[src/rtl/uart_rx_fifo.sv]
// ============================================================================
// Module      : uart_rx_fifo
// Description : 8N1 UART receiver, 16x oversampled with 3-sample majority
//               voting, feeding a first-word-fall-through byte FIFO.
// Revision    : 1.0 - initial release
// ============================================================================
`default_nettype none

module uart_rx_fifo #(
    parameter int DEPTH_LOG2 = 2
) (
    input  logic                  clk,
    input  logic                  resetn,
    input  logic                  baudclk16,
    input  logic                  rxd,
    input  logic                  rd_strobe,
    input  logic                  clr_err,
    output logic [7:0]            rx_data,
    output logic                  rx_ready,
    output logic [DEPTH_LOG2:0]   rx_count,
    output logic                  rx_overrun,
    output logic                  frame_err
);

    localparam int                    c_DEPTH   = 1 << DEPTH_LOG2;
    localparam logic [DEPTH_LOG2:0]   c_FULL    = (DEPTH_LOG2+1)'(c_DEPTH);
    localparam logic [DEPTH_LOG2:0]   c_CNT_ONE = (DEPTH_LOG2+1)'(1);
    localparam logic [DEPTH_LOG2-1:0] c_PTR_ONE = DEPTH_LOG2'(1);

    typedef enum logic [2:0] {
        S_IDLE  = 3'd0,
        S_START = 3'd1,
        S_DATA  = 3'd2,
        S_STOP  = 3'd3,
        S_BREAK = 3'd4
    } state_t;

    state_t      r_state, w_state_next;
    logic        r_rxd_meta, r_rxd_s;
    logic        r_rd_q;
    logic [3:0]  r_phase, w_phase_next;
    logic [2:0]  r_bit_idx, w_bit_idx_next;
    logic [7:0]  r_shreg, w_shreg_next;
    logic        r_samp7, r_samp8, w_samp7_next, w_samp8_next;
    logic        w_majority, w_push, w_frame_set;

    logic [7:0]            r_mem [c_DEPTH];
    logic [DEPTH_LOG2-1:0] r_wr_ptr, r_rd_ptr;
    logic [DEPTH_LOG2:0]   r_count;
    logic                  w_empty, w_full, w_pop_edge, w_do_pop, w_do_push, w_overrun_set;

    // ---------------------------------------------------------------- receiver
    always_comb begin
        w_state_next   = r_state;
        w_phase_next   = r_phase;
        w_bit_idx_next = r_bit_idx;
        w_shreg_next   = r_shreg;
        w_samp7_next   = r_samp7;
        w_samp8_next   = r_samp8;
        w_push         = 1'b0;
        w_frame_set    = 1'b0;
        w_majority     = (r_samp7 & r_samp8) | (r_samp7 & r_rxd_s) | (r_samp8 & r_rxd_s);

        if (baudclk16) begin
            w_phase_next = r_phase + 4'd1;
            if (r_phase == 4'd7) w_samp7_next = r_rxd_s;
            if (r_phase == 4'd8) w_samp8_next = r_rxd_s;

            case (r_state)
                S_IDLE: begin
                    w_phase_next = r_phase;
                    // The detecting tick is phase 0 of the start bit.
                    if (!r_rxd_s) begin
                        w_state_next = S_START;
                        w_phase_next = 4'd1;
                    end
                end
                S_START: begin
                    if (r_phase == 4'd9 && w_majority) begin
                        w_state_next = S_IDLE;
                    end else if (r_phase == 4'd15) begin
                        w_state_next   = S_DATA;
                        w_bit_idx_next = 3'd0;
                    end
                end
                S_DATA: begin
                    if (r_phase == 4'd9) w_shreg_next[r_bit_idx] = w_majority;
                    if (r_phase == 4'd15) begin
                        if (r_bit_idx == 3'd7) w_state_next = S_STOP;
                        else                   w_bit_idx_next = r_bit_idx + 3'd1;
                    end
                end
                S_STOP: begin
                    if (r_phase == 4'd9) begin
                        if (w_majority) begin
                            w_push       = 1'b1;
                            w_state_next = S_IDLE;
                        end else begin
                            w_frame_set  = 1'b1;
                            w_state_next = S_BREAK;
                        end
                    end
                end
                S_BREAK: begin
                    if (r_rxd_s) w_state_next = S_IDLE;
                end
                default: w_state_next = S_IDLE;
            endcase
        end
    end

    always_ff @(posedge clk) begin
        if (!resetn) begin
            r_state    <= S_IDLE;
            r_phase    <= 4'd0;
            r_bit_idx  <= 3'd0;
            r_shreg    <= 8'h00;
            r_samp7    <= 1'b1;
            r_samp8    <= 1'b1;
            r_rxd_meta <= 1'b1;
            r_rxd_s    <= 1'b1;
            r_rd_q     <= 1'b0;
        end else begin
            r_state    <= w_state_next;
            r_phase    <= w_phase_next;
            r_bit_idx  <= w_bit_idx_next;
            r_shreg    <= w_shreg_next;
            r_samp7    <= w_samp7_next;
            r_samp8    <= w_samp8_next;
            r_rxd_meta <= rxd;
            r_rxd_s    <= r_rxd_meta;
            r_rd_q     <= rd_strobe;
        end
    end

    // -------------------------------------------------------------------- fifo
    assign w_empty    = (r_count == '0);
    assign w_full     = (r_count == c_FULL);
    assign w_pop_edge = rd_strobe & ~r_rd_q;
    assign w_do_pop   = w_pop_edge & ~w_empty;
    // A full FIFO still accepts the byte when the same clk frees a slot.
    assign w_do_push     = w_push & (~w_full | w_do_pop);
    assign w_overrun_set = w_push & w_full & ~w_do_pop;

    always_ff @(posedge clk) begin
        if (resetn && w_do_push) r_mem[r_wr_ptr] <= r_shreg;
    end

    always_ff @(posedge clk) begin
        if (!resetn) begin
            r_wr_ptr   <= '0;
            r_rd_ptr   <= '0;
            r_count    <= '0;
            rx_overrun <= 1'b0;
            frame_err  <= 1'b0;
        end else begin
            if (w_do_push) r_wr_ptr <= r_wr_ptr + c_PTR_ONE;
            if (w_do_pop)  r_rd_ptr <= r_rd_ptr + c_PTR_ONE;
            case ({w_do_push, w_do_pop})
                2'b10:   r_count <= r_count + c_CNT_ONE;
                2'b01:   r_count <= r_count - c_CNT_ONE;
                default: r_count <= r_count;
            endcase
            if (w_overrun_set) rx_overrun <= 1'b1;
            else if (clr_err)  rx_overrun <= 1'b0;
            if (w_frame_set)   frame_err  <= 1'b1;
            else if (clr_err)  frame_err  <= 1'b0;
        end
    end

    assign rx_data  = w_empty ? 8'h00 : r_mem[r_rd_ptr];
    assign rx_ready = ~w_empty;
    assign rx_count = r_count;

endmodule

`default_nettype wire

[config.mk]
export PLATFORM = sky130hd
export DESIGN_NAME = uart_rx_fifo
export DESIGN_NICKNAME = d
export VERILOG_FILES = /design/src/rtl/uart_rx_fifo.sv
export SDC_FILE = /design/constraint.sdc
export NUM_CORES = 1
export LEC_CHECK = 0
export CAP_MARGIN = 10
export CORE_UTILIZATION = 58
export DETAILED_ROUTE_END_ITERATION = 6
export PLACE_DENSITY = 0.78
export RECOVER_POWER = 25
export SLEW_MARGIN = 20
export SYNTH_ARGS = -nofsm -noshare
export SYNTH_HDL_FRONTEND = slang
export SYNTH_SLANG_ARGS = --single-unit
[constraint.sdc]
create_clock -name clk -period 3.4 [get_ports clk]
set_clock_uncertainty 0.15 [all_clocks]
set_input_delay 0.68 -clock clk [delete_from_list [all_inputs] [get_ports clk]]
set_output_delay 0.68 -clock clk [all_outputs]
set_load 0.01 [all_outputs]
==> implementation parameters, run 1 <==
Parameter                              Value

GRT
  Initial antenna violation count    0
  Overall global routing resource usage    19.6%
  GR Overflow Total    0
  Maximum number of pins on one net before global-route repair    16
  Vias in the first global route    1,744
  Global-route wire length before repair    8170 um

Cells and area
  Share of final-layout standard cells stronger than drive strength 1    13.8%
  Area added between synthesis and finish    11.7%
  Count of nets after finishing    293
  Antenna fix cells    0
  Number of inserted filler cells in the final layout    394

STA
  Final total negative setup slack    0 ns
  Ratio of final minimum period to clock period    88.0%
  Relative slew slack    56.0%
  Final-report setup violation count    0
  Maximum clock frequency    334 MHz
  Setup repair after global routing missed its margin    false
  Period minus WS final    2.99 ns
  Count of final hold-check violations    0
  Post-Route Hold Slack    0.262 ns
  Worst Max-Slew Pin Slew    0.659 ns
  Number of pins with negative max-slew slack in the final report    0

Synth
  Seq/Total Area, Yosys    52.5%
  Mean post-synth cell area    12.0 um2
  Synth Warn #    0
  Share of synthesized flip-flops with an asynchronous set or reset    0%
  Syn Nets    277
  Syn Std Cell Area    3120 um2
  EDFF count, synth    32
  Count of mapped cells out of synthesis    261
  Top_reg_cell synth    sky130_fd_sc_hd__dfxtp_1
  Post-synthesis cell type count    59
  Flip-flop and latch count after synthesis    66

Floorplan
  Overall die height    75.4 um
  Total die area    5680 um2
  Effective utilization at floorplan    60.8%
  Io pins    20
  Number of standard-cell rows in the floorplan    26
  Placeable Area    5140 um2
  Chip Width    75.4 um

Routing
  Routed wire length per instance    14.0 um
  DRT Pass-1 Iters    4
  Aggregate routed wire length    4940 um
  DRC marker count from the first detailed-route iteration    107
  Routed wire length on met2    2320 um
  Met3 wire length    159 um
  Number of DRC violations after detailed routing    0
  Detailed-route wire length on metal 1    2380 um
  Routed vias/inst    5.58
  Overall via count from detail_route    1,965
  DR top layer    met4
  ANT nets after route    0

CTS
  TritonCTS clock tree    yes
  Clock slew seen by the registers of the worst setup and hold paths    0.06 ns
  Post CTS Setup Buffer Count    0
  H-tree depth reported by CTS    3
  Cts-stage hold buffer count    0
  Insertion delay of the later-clocked pin in the worst-skew pair    0.33 ns
  Number of gates resized after cts    0
  Cell chosen for the clock root    sky130_fd_sc_hd__clkbuf_8
  Bufs on Longest Clock Path    2
  CTS Sinks    66
  TritonCTS Buffers    9

Worst setup path
  Critical path class    register to output port
  Required time of the worst setup path    2.57 ns
  Critical Path AT    2.16 ns
  Setup crit start kind    register
  CP Capture Type    output port
  Worst setup slack for register-to-register paths    0.75 ns
  Maximum fanout count along the critical path    8

Power and ir drop
  Leakage power total    1.33 nW
  Power density over the cells    425 nW/um2
  Largest vdd supply drop    0.261 mV

Placement
  Hpwl dp    3490 um
  Final weighted congestion in routability-driven placement    0.759
  Port Buf Inserts    19

Flow run
  Max Cap Violations    0

Worst hold path
  Worst Hold Class    register to register

Status
  Result of the run    complete, no violations
==> registers in the layout (all words and copies together) (netlist names), named ones only <==
name and cells:
frame_err 1, r_bit_idx 3, r_mem 32, r_phase 4, r_rd_ptr 2, r_rd_q 1
r_rxd_meta 1, r_rxd_s 1, r_samp7 1, r_samp8 1, r_shreg 8, r_state 3
r_wr_ptr 2, rx_count 3, rx_overrun 1
==> worst max-delay path: stages, from the launching register on <==
cell,delay [ns]
sky130_fd_sc_hd__dfxtp_1,0.65
sky130_fd_sc_hd__mux4_2,0.56
sky130_fd_sc_hd__nor2b_1,0.14
sky130_fd_sc_hd__clkdlybuf4s50_1,0.48
==> synth_stat cells, drive strengths merged, types with 3 or more instances <==
master  instances  area [um2]
a211oi          3        22.5
a21oi           5        25.0
and2            7        43.8
and3            4        26.3
and4            3        28.8
buf            10        82.6
clkbuf          8        40.0
dfxtp          34         681
edfxtp         32         961
ha              9         113
inv             9        33.8
mux2i          13         134
mux4            8         180
nand2          13        48.8
nand2b          5        31.3
nand3           5        25.0
nand4           6        37.5
nand4b          4        35.0
nor2           21        78.8
nor2b          12        75.1
nor3            3        15.0
nor3b           3        22.5
o21ai          10        50.0
or2b            3        22.5
xnor2           3        26.3
==> layer usage <==
metal,vias to the layer above,GRT usage (%)
met4,0,9.67
met2,49,32.0
met1,926,24.8
met5,-,0
met3,10,3.97
li1,980,-
==> logic make-up (layout without fill, tap and decap cells) <==
family / after synthesis / after routing / share of synthesized area, %
AO/OA/AOI/OAI: 31 / 31 / 7.37
XOR/XNOR: 3 / 3 / 0.841
adder cells (fa/ha/maj): 11 / 11 / 4.61
buffers and inverters: 27 / 48 / 5.01
flip-flops: 66 / 66 / 52.5
multiplexers: 23 / 23 / 10.9
AND/OR/NAND/NOR: 100 / 100 / 18.7
==> placed cells by master, fill, tap and decap left out, types with 2 or more instances in the layout <==
cell type / n
sky130_fd_sc_hd__nor4b_1: 2
sky130_fd_sc_hd__a21oi_1: 5
sky130_fd_sc_hd__clkinv_2: 3
sky130_fd_sc_hd__nand2b_1: 5
sky130_fd_sc_hd__nand3_1: 5
sky130_fd_sc_hd__nor2_1: 21
sky130_fd_sc_hd__clkbuf_1: 3
sky130_fd_sc_hd__dfxtp_1: 34
sky130_fd_sc_hd__inv_1: 9
sky130_fd_sc_hd__and2_1: 7
sky130_fd_sc_hd__nand2_1: 13
sky130_fd_sc_hd__or2b_1: 3
sky130_fd_sc_hd__nand4b_1: 4
sky130_fd_sc_hd__nand4_1: 6
sky130_fd_sc_hd__ha_1: 9
sky130_fd_sc_hd__clkbuf_8: 9
sky130_fd_sc_hd__edfxtp_1: 32
sky130_fd_sc_hd__and3_1: 3
sky130_fd_sc_hd__o21ai_0: 9
sky130_fd_sc_hd__nor2b_1: 12
sky130_fd_sc_hd__or3_1: 2
sky130_fd_sc_hd__nor3_1: 3
sky130_fd_sc_hd__nor3b_1: 3
sky130_fd_sc_hd__buf_4: 4
sky130_fd_sc_hd__mux4_2: 8
sky130_fd_sc_hd__clkdlybuf4s50_1: 19
sky130_fd_sc_hd__xnor2_1: 3
sky130_fd_sc_hd__a211oi_1: 3
sky130_fd_sc_hd__and4_1: 2
sky130_fd_sc_hd__mux2i_1: 12
==> worst paths after layout <==
| kind | cells past startpoint | start | to |
|---|---|---|---|
| max reg2reg | 10 | r_phase[1] | rx_count[2] |
| min reg2reg | 1 | r_rxd_meta | r_rxd_s |
| min | 1 | r_rxd_meta | r_rxd_s |
| max | 3 | register | rx_data[3] |
==> power by group <==
| group | leakage (nW) | switching (mW) | total, mW | internal (mW) |
|---|---|---|---|---|
| Clock | 0.0941 | 0.270 | 0.605 | 0.336 |
| Combinational | 0.595 | 0.0229 | 0.0415 | 0.0187 |
| Sequential | 0.642 | 0.00575 | 0.835 | 0.829 |
| Total | 1.33 | 0.298 | 1.48 | 1.18 |
==> through the flow <==
| stage | setup slack, ns | std cells | util (%) | cell area [um2] | power, mW |
|---|---|---|---|---|---|
| floorplan | 0.875 | 261 | - | 3120 | 0.882 |
| global placement | 0.376 | 336 | 64.4 | 3310 | 0.893 |
| detailed placement | 0.341 | 336 | 64.4 | 3310 | 0.893 |
| CTS | 0.368 | 352 | 67.9 | 3490 | 1.49 |
| global route | 0.269 | 352 | 67.9 | 3490 | 1.53 |
| finish | 0.407 | 352 | 67.9 | 3490 | 1.48 |
==> final cells by class <==
cell class	instances	area, um2	area share, %
Clock buffer	12	135	3.87
Clock inverter	4	45.0	1.29
Inverter	9	33.8	0.968
Multi-Input combinational cell	168	1330	38.0
Sequential cell	66	1640	47.0
Tap cell	70	87.6	2.51
Timing Repair Buffer	23	220	6.31
Note: power is estimated with default switching activity, not from simulation.
==> run 2: changes to the inputs <==
- PLACE_DENSITY: 0.78 -> 0.84
==> run 2 against run 1 <==
Die area did not move. Cell count did not move. Sequential power hardly changed. Via count rose by 1.6%. Global-route usage rose by 2.1 points. Maximum frequency down 0.55%. Critical path type unchanged. Design area grew 0.86%. Largest cell class unchanged. Sequential cell count unchanged. Register-to-register slack got worse by 0.03 ns. Critical path depth did not move.
==> implementation parameters, run 2 (synthesis gave the netlist of run 1 again) <==
Parameter                              Value

Placement
  Pre-CTS worst setup slack    0.292 ns
  Port Buf Inserts    19
  Final weighted congestion in routability-driven placement    0.837
  Hpwl dp    3740 um

STA
  Maximum clock frequency    332 MHz
  Number of pins with negative max-slew slack in the final report    0
  Count of final hold-check violations    0
  Ratio of final minimum period to clock period    88.5%
  Relative slew slack    54.7%
  Setup repair after global routing missed its margin    false
  Period minus WS final    3.01 ns
  Post-layout worst setup margin    0.390 ns
  Worst Max-Slew Pin Slew    0.678 ns
  Final-report setup violation count    0
  Post-Route Hold Slack    0.266 ns
  Final total negative setup slack    0 ns

Cells and area
  Utilization of the core after routing    68.5%
  Share of final-layout standard cells stronger than drive strength 1    14.5%
  Count of nets after finishing    293
  Area taken by multi-input logic gates    1330 um2
  Most common cell after layout, fill and taps aside    sky130_fd_sc_hd__dfxtp_1
  Largest registers ranked by flip-flop count    r_mem: 32 flops, r_shreg: 8 flops, r_phase: 4 flops
  Area added between synthesis and finish    12.7%
  Number of inserted filler cells in the final layout    422
  Antenna fix cells    0
  Biggest register    r_mem
  Leading cell types in the layout, fill and taps excluded    sky130_fd_sc_hd__dfxtp_1 (34), sky130_fd_sc_hd__edfxtp_1 (32), sky130_fd_sc_hd__nor2_1 (21)
  Sequential cell area    1640 um2
  Flip-flop count of the largest register, all copies and words added    32

CTS
  Cts-stage hold buffer count    0
  Post CTS Setup Buffer Count    0
  Insertion delay of the later-clocked pin in the worst-skew pair    0.33 ns
  CTS Sinks    66
  Cell chosen for the clock root    sky130_fd_sc_hd__clkbuf_8
  H-tree depth reported by CTS    3
  TritonCTS Buffers    9
  Number of gates resized after cts    0
  Bufs on Longest Clock Path    2
  Clock slew seen by the registers of the worst setup and hold paths    0.07 ns
  TritonCTS clock tree    yes

Worst setup path
  Critical Path AT    2.18 ns
  CP Capture Type    output port
  Worst r2r dst    rx_count[2]
  Required time of the worst setup path    2.57 ns
  Count of cells along the worst register-to-register path    9
  Setup crit start kind    register
  Worst setup slack for register-to-register paths    0.72 ns
  Maximum fanout count along the critical path    8
  Critical path class    register to output port
  Crit path max-delay cell type    sky130_fd_sc_hd__dfxtp_1
  Critical-path cell list    mux4_2 > nor2b_1 > clkdlybuf4s50_1
  Crit Reg-Reg Startpoint    r_phase[0]
  Crit path largest cell delay    0.66 ns

Flow run
  Max Cap Violations    0

Floorplan
  Overall die height    75.4 um
  Io pins    20
  Number of standard-cell rows in the floorplan    26
  Total die area    5680 um2
  Effective utilization at floorplan    60.8%
  Placeable Area    5140 um2
  Chip Width    75.4 um

Power and ir drop
  Largest vdd supply drop    0.281 mV
  Total power consumption of the routed design    1.57 mW
  Leakage power total    1.34 nW
  Power density over the cells    446 nW/um2

Routing
  Routed wire length per instance    15.4 um
  Overall via count from detail_route    1,997
  Number of DRC violations after detailed routing    0
  DRT Pass-1 Iters    4
  Aggregate routed wire length    5430 um
  DRC marker count from the first detailed-route iteration    107
  Routed vias/inst    5.67
  ANT nets after route    0

GRT
  Maximum number of pins on one net before global-route repair    16
  Initial antenna violation count    0
  Overall global routing resource usage    21.6%
  Global-route wire length before repair    8830 um
  Vias in the first global route    1,850
  GR Overflow Total    0

Worst hold path
  Hold path endpoint    r_rxd_s
  Worst Hold Class    register to register
  Cell count of the worst hold path    1
  Startpoint of the most critical hold path    r_rxd_meta

Status
  Result of the run    complete, no violations
[run 2: cell count changes in the layout (fill, tap and decap cells not counted)]
cell | before | now
sky130_fd_sc_hd__clkbuf_1 | 3 | 1
sky130_fd_sc_hd__bufinv_16 | 1 | 2
sky130_fd_sc_hd__clkinvlp_4 | 0 | 1
[run 2: layer usage]
metal,vias to the layer above,part of all wire [%],wire length (um),track usage (%)
li1,986,-,-,-
met4,0,2.2,119,10.5
met3,11,2.7,149,5.16
met5,-,0,0,0
met1,960,45,2450,26.3
met2,40,50,2720,36.2
[run 2: area by class of cell]
cell class                      count  share of cell area, %
Inverter                            9                  0.960
Clock inverter                      6                   2.35
Sequential cell                    66                   46.6
Clock buffer                       10                   3.63
Tap cell                           70                   2.49
Timing Repair Buffer               23                   6.26
Multi-Input combinational cell    168                   37.7
[run 2: metrics by stage]
step                area, um2  cells
global placement         3310    336
CTS                      3520    352
finish                   3520    352
floorplan                3120    261
detailed placement       3310    336
global route             3520    352
[run 2: how the worst max path moves through the flow]
stage,slack (ns),cells after the start,endpoint,from
floorplan,0.87,9,rx_count[2],baudclk16
global placement,0.37,9,rx_count[2],baudclk16
detailed placement,0.29,9,rx_count[2],baudclk16
CTS,0.33,3,rx_data[2],register
global route,0.23,3,rx_data[7],register
finish,0.39,3,rx_data[2],register
[run 2: power breakdown]
part	internal, mW	switching, mW	leakage (nW)	total, mW
sequential	0.829	0.00602	0.642	0.835
combinational	0.0187	0.0229	0.595	0.0416
clock	0.409	0.286	0.106	0.695
[run 2: worst max-delay path: cells and delay by family (launching register included)]
family	cells	cell delay, ns
flip-flops	1	0.66
multiplexers	1	0.57
buffers and inverters	1	0.47
AND/OR/NAND/NOR	1	0.14
